==> src/rtl/inv_mix_columns_iter.sv <==
// Iterative AES InvMixColumns: loads one 128-bit state, transforms COLS_PER_CYCLE
// columns per clock in place, then holds the result until downstream accepts it.
module inv_mix_columns_iter #(
    parameter int COLS_PER_CYCLE = 1
) (
    input  logic         clk,
    input  logic         reset,
    input  logic         in_valid,
    output logic         in_ready,
    input  logic [127:0] in_data,
    output logic         out_valid,
    input  logic         out_ready,
    output logic [127:0] out_data,
    output logic         busy
);

    generate
        if (COLS_PER_CYCLE != 1 && COLS_PER_CYCLE != 2 && COLS_PER_CYCLE != 4) begin : g_bad_cols
            $error("inv_mix_columns_iter: COLS_PER_CYCLE must be 1, 2 or 4");
        end
    endgenerate

    // A step of 4 wraps to 0 in the 2-bit counter, which is exactly what a single-group pass needs.
    localparam logic [1:0] COL_STEP = 2'(COLS_PER_CYCLE);
    localparam logic [1:0] LAST_COL = 2'(4 - COLS_PER_CYCLE);

    typedef enum logic [1:0] {
        IDLE = 2'd0,
        BUSY = 2'd1,
        DONE = 2'd2
    } state_e;

    state_e       fsm_q, fsm_d;
    logic [1:0]   col_q, col_d;
    logic [127:0] state_q, state_d;
    logic [127:0] mixed;
    logic [1:0]   off;
    logic         accept;

    function automatic logic [7:0] xtime(input logic [7:0] b);
        return {b[6:0], 1'b0} ^ (b[7] ? 8'h1b : 8'h00);
    endfunction

    function automatic logic [31:0] inv_mix_col(input logic [31:0] c);
        logic [7:0] s [4];
        logic [7:0] m9 [4];
        logic [7:0] mb [4];
        logic [7:0] md [4];
        logic [7:0] me [4];
        logic [7:0] x2, x4, x8;
        for (int i = 0; i < 4; i++) begin
            s[i]  = c[31-8*i -: 8];
            x2    = xtime(s[i]);
            x4    = xtime(x2);
            x8    = xtime(x4);
            m9[i] = x8 ^ s[i];
            mb[i] = x8 ^ x2 ^ s[i];
            md[i] = x8 ^ x4 ^ s[i];
            me[i] = x8 ^ x4 ^ x2;
        end
        return {me[0] ^ mb[1] ^ md[2] ^ m9[3],
                m9[0] ^ me[1] ^ mb[2] ^ md[3],
                md[0] ^ m9[1] ^ me[2] ^ mb[3],
                mb[0] ^ md[1] ^ m9[2] ^ me[3]};
    endfunction

    always_comb begin
        in_ready = !reset && ((fsm_q == IDLE) || (fsm_q == DONE && out_ready));
        accept   = in_valid && in_ready;

        // Columns col..col+COLS_PER_CYCLE-1 (mod 4) are the current group.
        mixed = state_q;
        off   = '0;
        for (int c = 0; c < 4; c++) begin
            off = 2'(c) - col_q;
            if ({1'b0, off} < 3'(COLS_PER_CYCLE)) begin
                mixed[127-32*c -: 32] = inv_mix_col(state_q[127-32*c -: 32]);
            end
        end

        fsm_d   = fsm_q;
        col_d   = col_q;
        state_d = state_q;
        case (fsm_q)
            IDLE: begin
                if (accept) begin
                    state_d = in_data;
                    col_d   = '0;
                    fsm_d   = BUSY;
                end
            end
            BUSY: begin
                state_d = mixed;
                col_d   = col_q + COL_STEP;
                if (col_q == LAST_COL) fsm_d = DONE;
            end
            DONE: begin
                if (out_ready) begin
                    if (accept) begin
                        state_d = in_data;
                        col_d   = '0;
                        fsm_d   = BUSY;
                    end else begin
                        fsm_d = IDLE;
                    end
                end
            end
            default: fsm_d = IDLE;
        endcase
    end

    always_ff @(posedge clk) begin
        if (reset) begin
            fsm_q   <= IDLE;
            col_q   <= '0;
            state_q <= '0;
        end else begin
            fsm_q   <= fsm_d;
            col_q   <= col_d;
            state_q <= state_d;
        end
    end

    assign out_valid = (fsm_q == DONE);
    assign busy      = (fsm_q == BUSY);
    assign out_data  = state_q;

endmodule

==> config.mk <==
export PLATFORM = sky130hd
export DESIGN_NAME = inv_mix_columns_iter
export DESIGN_NICKNAME = d
export VERILOG_FILES = /design/src/rtl/inv_mix_columns_iter.sv
export SDC_FILE = /design/constraint.sdc
export NUM_CORES = 1
export LEC_CHECK = 0
export ABC_AREA = 0
export CORE_MARGIN = 1
export CORE_UTILIZATION = 47
export DETAILED_ROUTE_END_ITERATION = 8
export HOLD_SLACK_MARGIN = 0.1
export PLACE_DENSITY = 0.72
export SLEW_MARGIN = 0
export SYNTH_ARGS = -nofsm -noshare
export SYNTH_HDL_FRONTEND = slang
export SYNTH_SLANG_ARGS = --single-unit
==> constraint.sdc <==
create_clock -name clk -period 2.85 [get_ports clk]
set_input_delay 0.7125 -clock clk [delete_from_list [all_inputs] [get_ports clk]]
set_output_delay 0.7125 -clock clk [all_outputs]
set_load 0.03 [all_outputs]
==> results of run 1 <==
[sequential cells by signal (all words and copies together) (netlist names)]
| register | count |
|---|---|
| out_data | 128 |
| col_q | 2 |
| fsm_q | 2 |
[cells in the mapped netlist, types with 2 or more instances]
cell type	number
xnor2_1	497
nand2_1	190
xor2_1	150
dfxtp_1	132
clkbuf_1	109
nor2_1	104
xnor3_1	92
a311oi_1	81
buf_2	46
a21oi_1	37
xor3_1	24
o211a_1	18
o211ai_1	13
o21ai_0	13
and3_1	11
o22ai_1	11
nand3_1	9
a211oi_1	8
buf_1	8
buf_4	5
ha_1	5
inv_1	5
or3_1	5
xnor2_2	5
or2_2	4
xor2_2	4
o32ai_1	3
xnor3_2	3
a31oi_1	2
a41oi_1	2
buf_6	2
clkbuf_2	2
nand2b_1	2
xnor2_4	2
[area by class of cell]
type / count / area, sq um
clock buffers: 20 / 457
clock inverters: 12 / 201
fillers: 2656 / 12100
inverters: 6 / 23.8
multi-input cells: 1306 / 11500
flip-flops and latches: 132 / 2640
well taps: 396 / 495
repair buffers: 365 / 3490
[metal layers]
metal,track usage (%),vias to the layer above
met5,0,-
met4,10.7,0
met3,4.19,76
met2,46.7,538
met1,38.2,5910
li1,-,5722
[logic make-up (layout without fill, tap and decap cells)]
group,Yosys count,count (layout),synth area share (%)
multiplexers,1,1,0.0674
AND/OR/NAND/NOR,331,331,8.95
XOR/XNOR,777,777,57.8
AO/OA/AOI/OAI,192,192,9.86
flip-flops,132,132,17.8
adder cells (fa/ha/maj),5,5,0.421
buffers and inverters,178,403,5.13
[what timing repair did]
item | 4_1_cts | 5_1_grt
hold endpoints to repair | 0 | 0
buffers inserted | 0 | 0
gates resized for setup | 0 | 1
endpoints found under the setup margin | 0 | 1
hold buffers | 0 | 0
[stage by stage]
stage	instances	power [mW]
after floorplan	1616	19.1
after global routing	2237	27.8
final	2237	26.2
after global placement	2205	23.3
after detailed placement	2205	23.5
after CTS	2237	26.2
[cell usage in the layout (no fill, tap or decap), types with 8 or more instances in the layout]
cell             count
xor2_1             150
xnor2_1            497
o211a_1             18
buf_12               8
o211ai_1            13
xnor3_1             92
buf_4               97
o22ai_1             11
and3_1              11
xor3_1              24
a21oi_1             37
clkdlybuf4s50_1    260
dfxtp_1            131
a211oi_1             8
nand3_1              9
nand2_1            190
o21ai_0             13
clkbuf_16           17
a311oi_1            81
nor2_1             104
[path summary, 6_finish.rpt]
check               start           end  slack, ns  cells after the start
min reg2reg      col_q[0]      col_q[0]       0.57                      1
max reg2reg  out_data[70]  out_data[84]       0.30                      6
min                 reset      fsm_q[0]       0.52                      2
max          out_data[22]  out_data[22]       0.19                      2
[where the power goes]
part	switching [mW]	total, mW	internal, mW	leakage [nW]
registers	0.783	2.97	2.19	1.09
clock network	0.946	2.55	1.60	0.317
logic	9.64	20.7	11.1	6.27
total	11.4	26.2	14.8	7.68
==> metrics.md, run 1 <==
| Metric | Value |
|---|---|
| Most used DFF post-synth | dfxtp_1 |
| Final count of negative-setup-slack endpoints | 0 |
| Area share of the leading cell type in the synthesized netlist | around 29% |
| Effective utilization at floorplan | 48.2% |
| Failing checks | DRC |
| Mapped Nets | 1,753 |
| Antenna Nets Post-Route | 0 |
| Endpoint type of the worst setup path | output port |
| Worst hold slack after final layout | 0.521 ns |
| Transition time at the pin with the least slew margin | 0.986 ns |
| Detailed-route via count | 12,200 |
| Worst-path fanout max | 7 |
| Largest buffer count on any clock path | 2 |
| Run status | finished, violations left |
| Clock buffers created by TritonCTS | 17 |
| Number of design rule violations left after detail routing | 14 |
| Antenna diode count | 0 |
| RSZ-0062 raised after global routing | false |
| Finished Cell Area | roughly 19,000 sq um |
| Sequential share of the synthesized area | 17.8% |
| Classification of the worst-slack hold path | in2reg |
| Highest routing layer actually used | met4 |
| PwrDens | 1400 nW/um^2 |
| Rows | 64 |
| Die width | roughly 180 microns |
| Overflow after GRT | 0 |
| Area Growth Syn to Fin | 26.4% |
| Peak ir drop on the vdd network | 0.000798 V |
| # nets final | just under 2,000 |
| Post-layout worst setup margin | 0.187 ns |
| Routed length on met3 | 3160 microns |
| Total length of routed wires | 46,100 microns |
| Placed cell areas | around 18,000 sq um |
| Later-pin clock latency in the skew report | about 0.43 ns |
| Via count of the first global-routing pass | 12,200 |
| Count of mapped cells out of synthesis | roughly 1,600 |
| Core outline area | 30,800 sq um |
| Maximum clock frequency | around 380 MHz |
| Crit path DAT | 1.95 ns |
| Pre-CTS WS | about 0.055 ns |
| Period utilisation layout | 93.5% |
| Max-slew violation count | 0 |
| Vertical die dimension | 180 microns |
| CTS Root Cell | clkbuf_16 |
| Maximum number of pins on one net before global-route repair | 156 |
| Global routing usage summed across all routing layers | between 20% and 30% |
| Share of post-route cells with drive strength above 1 | roughly 9% |
| DIE AREA | approximately 32,000 sq um |
| I/O pin count | 263 |
| Slew Limit Headroom | approximately 34% |
| Number of synthesized flops with an enable pin | 0 |
| Total of buffers placed on input and output ports | 262 |
| Type of origin of the critical path | register |
| Cell type of the slowest stage on the worst timing path | clkdlybuf4s50_1 |
| Hold Fails Final Rpt | 0 |
| CTS clock-pin slew for the worst setup and hold paths | approximately 0.070 ns |
| Syn Area/Cell | 9.19 sq um |
| H-tree Lvls | 4 |
| Total negative slack for setup checks | 0 ns |
| Skew final | 0.0127 ns |
| Post-synthesis cell type count | 46 |
| First-pass GRT wire length | 71,700 microns |
| Clock period minus final worst setup slack | 2.66 ns |
| Finished Core Util | between 60 and 70% |
| Top Family by Delay on Critical Path | buffers and inverters |
| GPL Wtd Cong | 0.973 |
| Delay of the slowest cell on the worst path | between 0.6 and 0.7 ns |
| Leak | 7.68 nW |
| Category of the critical setup timing path | reg2out |
| Wirelength per Cell | between 20 and 25 microns |
| Initial antenna violation count | 0 |
| Number of buffers and inverters on the critical path | 2 |
| Max_cap viols | 0 |
| Crit-path cells | buf_4, clkdlybuf4s50_1 |
| Met2 wire length | 21,800 microns |
| Synth area leaders | xnor2_1 29%, dfxtp_1 18%, xnor3_1 14% |
| Router iterations before antenna repair | 9 |
| Clock tree from TritonCTS | yes |
| Count of clock tree sinks | approximately 130 |
| Netlist area before placement | 14,900 sq um |
| Detailed Route Iter0 Violations | 1,042 |
| Top cell type by total area after synthesis | xnor2_1 |
| Ys Warns | 0 |
| Met1 routed wirelength after detailed routing | 19,900 microns |
| Ys async rst share | 0% |
| Required time reported for the critical path endpoint | 2.14 ns |
| Detail Placement HPWL | 35,500 microns |
| Average vias per placed instance | 5.47 |
| Count of state elements after synthesis | 132 |
Power figures use the tool's default switching activity.
==> inputs of run 2 (changes only) <==
CAP_MARGIN = 20   (was not set)
==> results of run 2 <==
Final layout, timing and power as in run 1 (identical DEF).
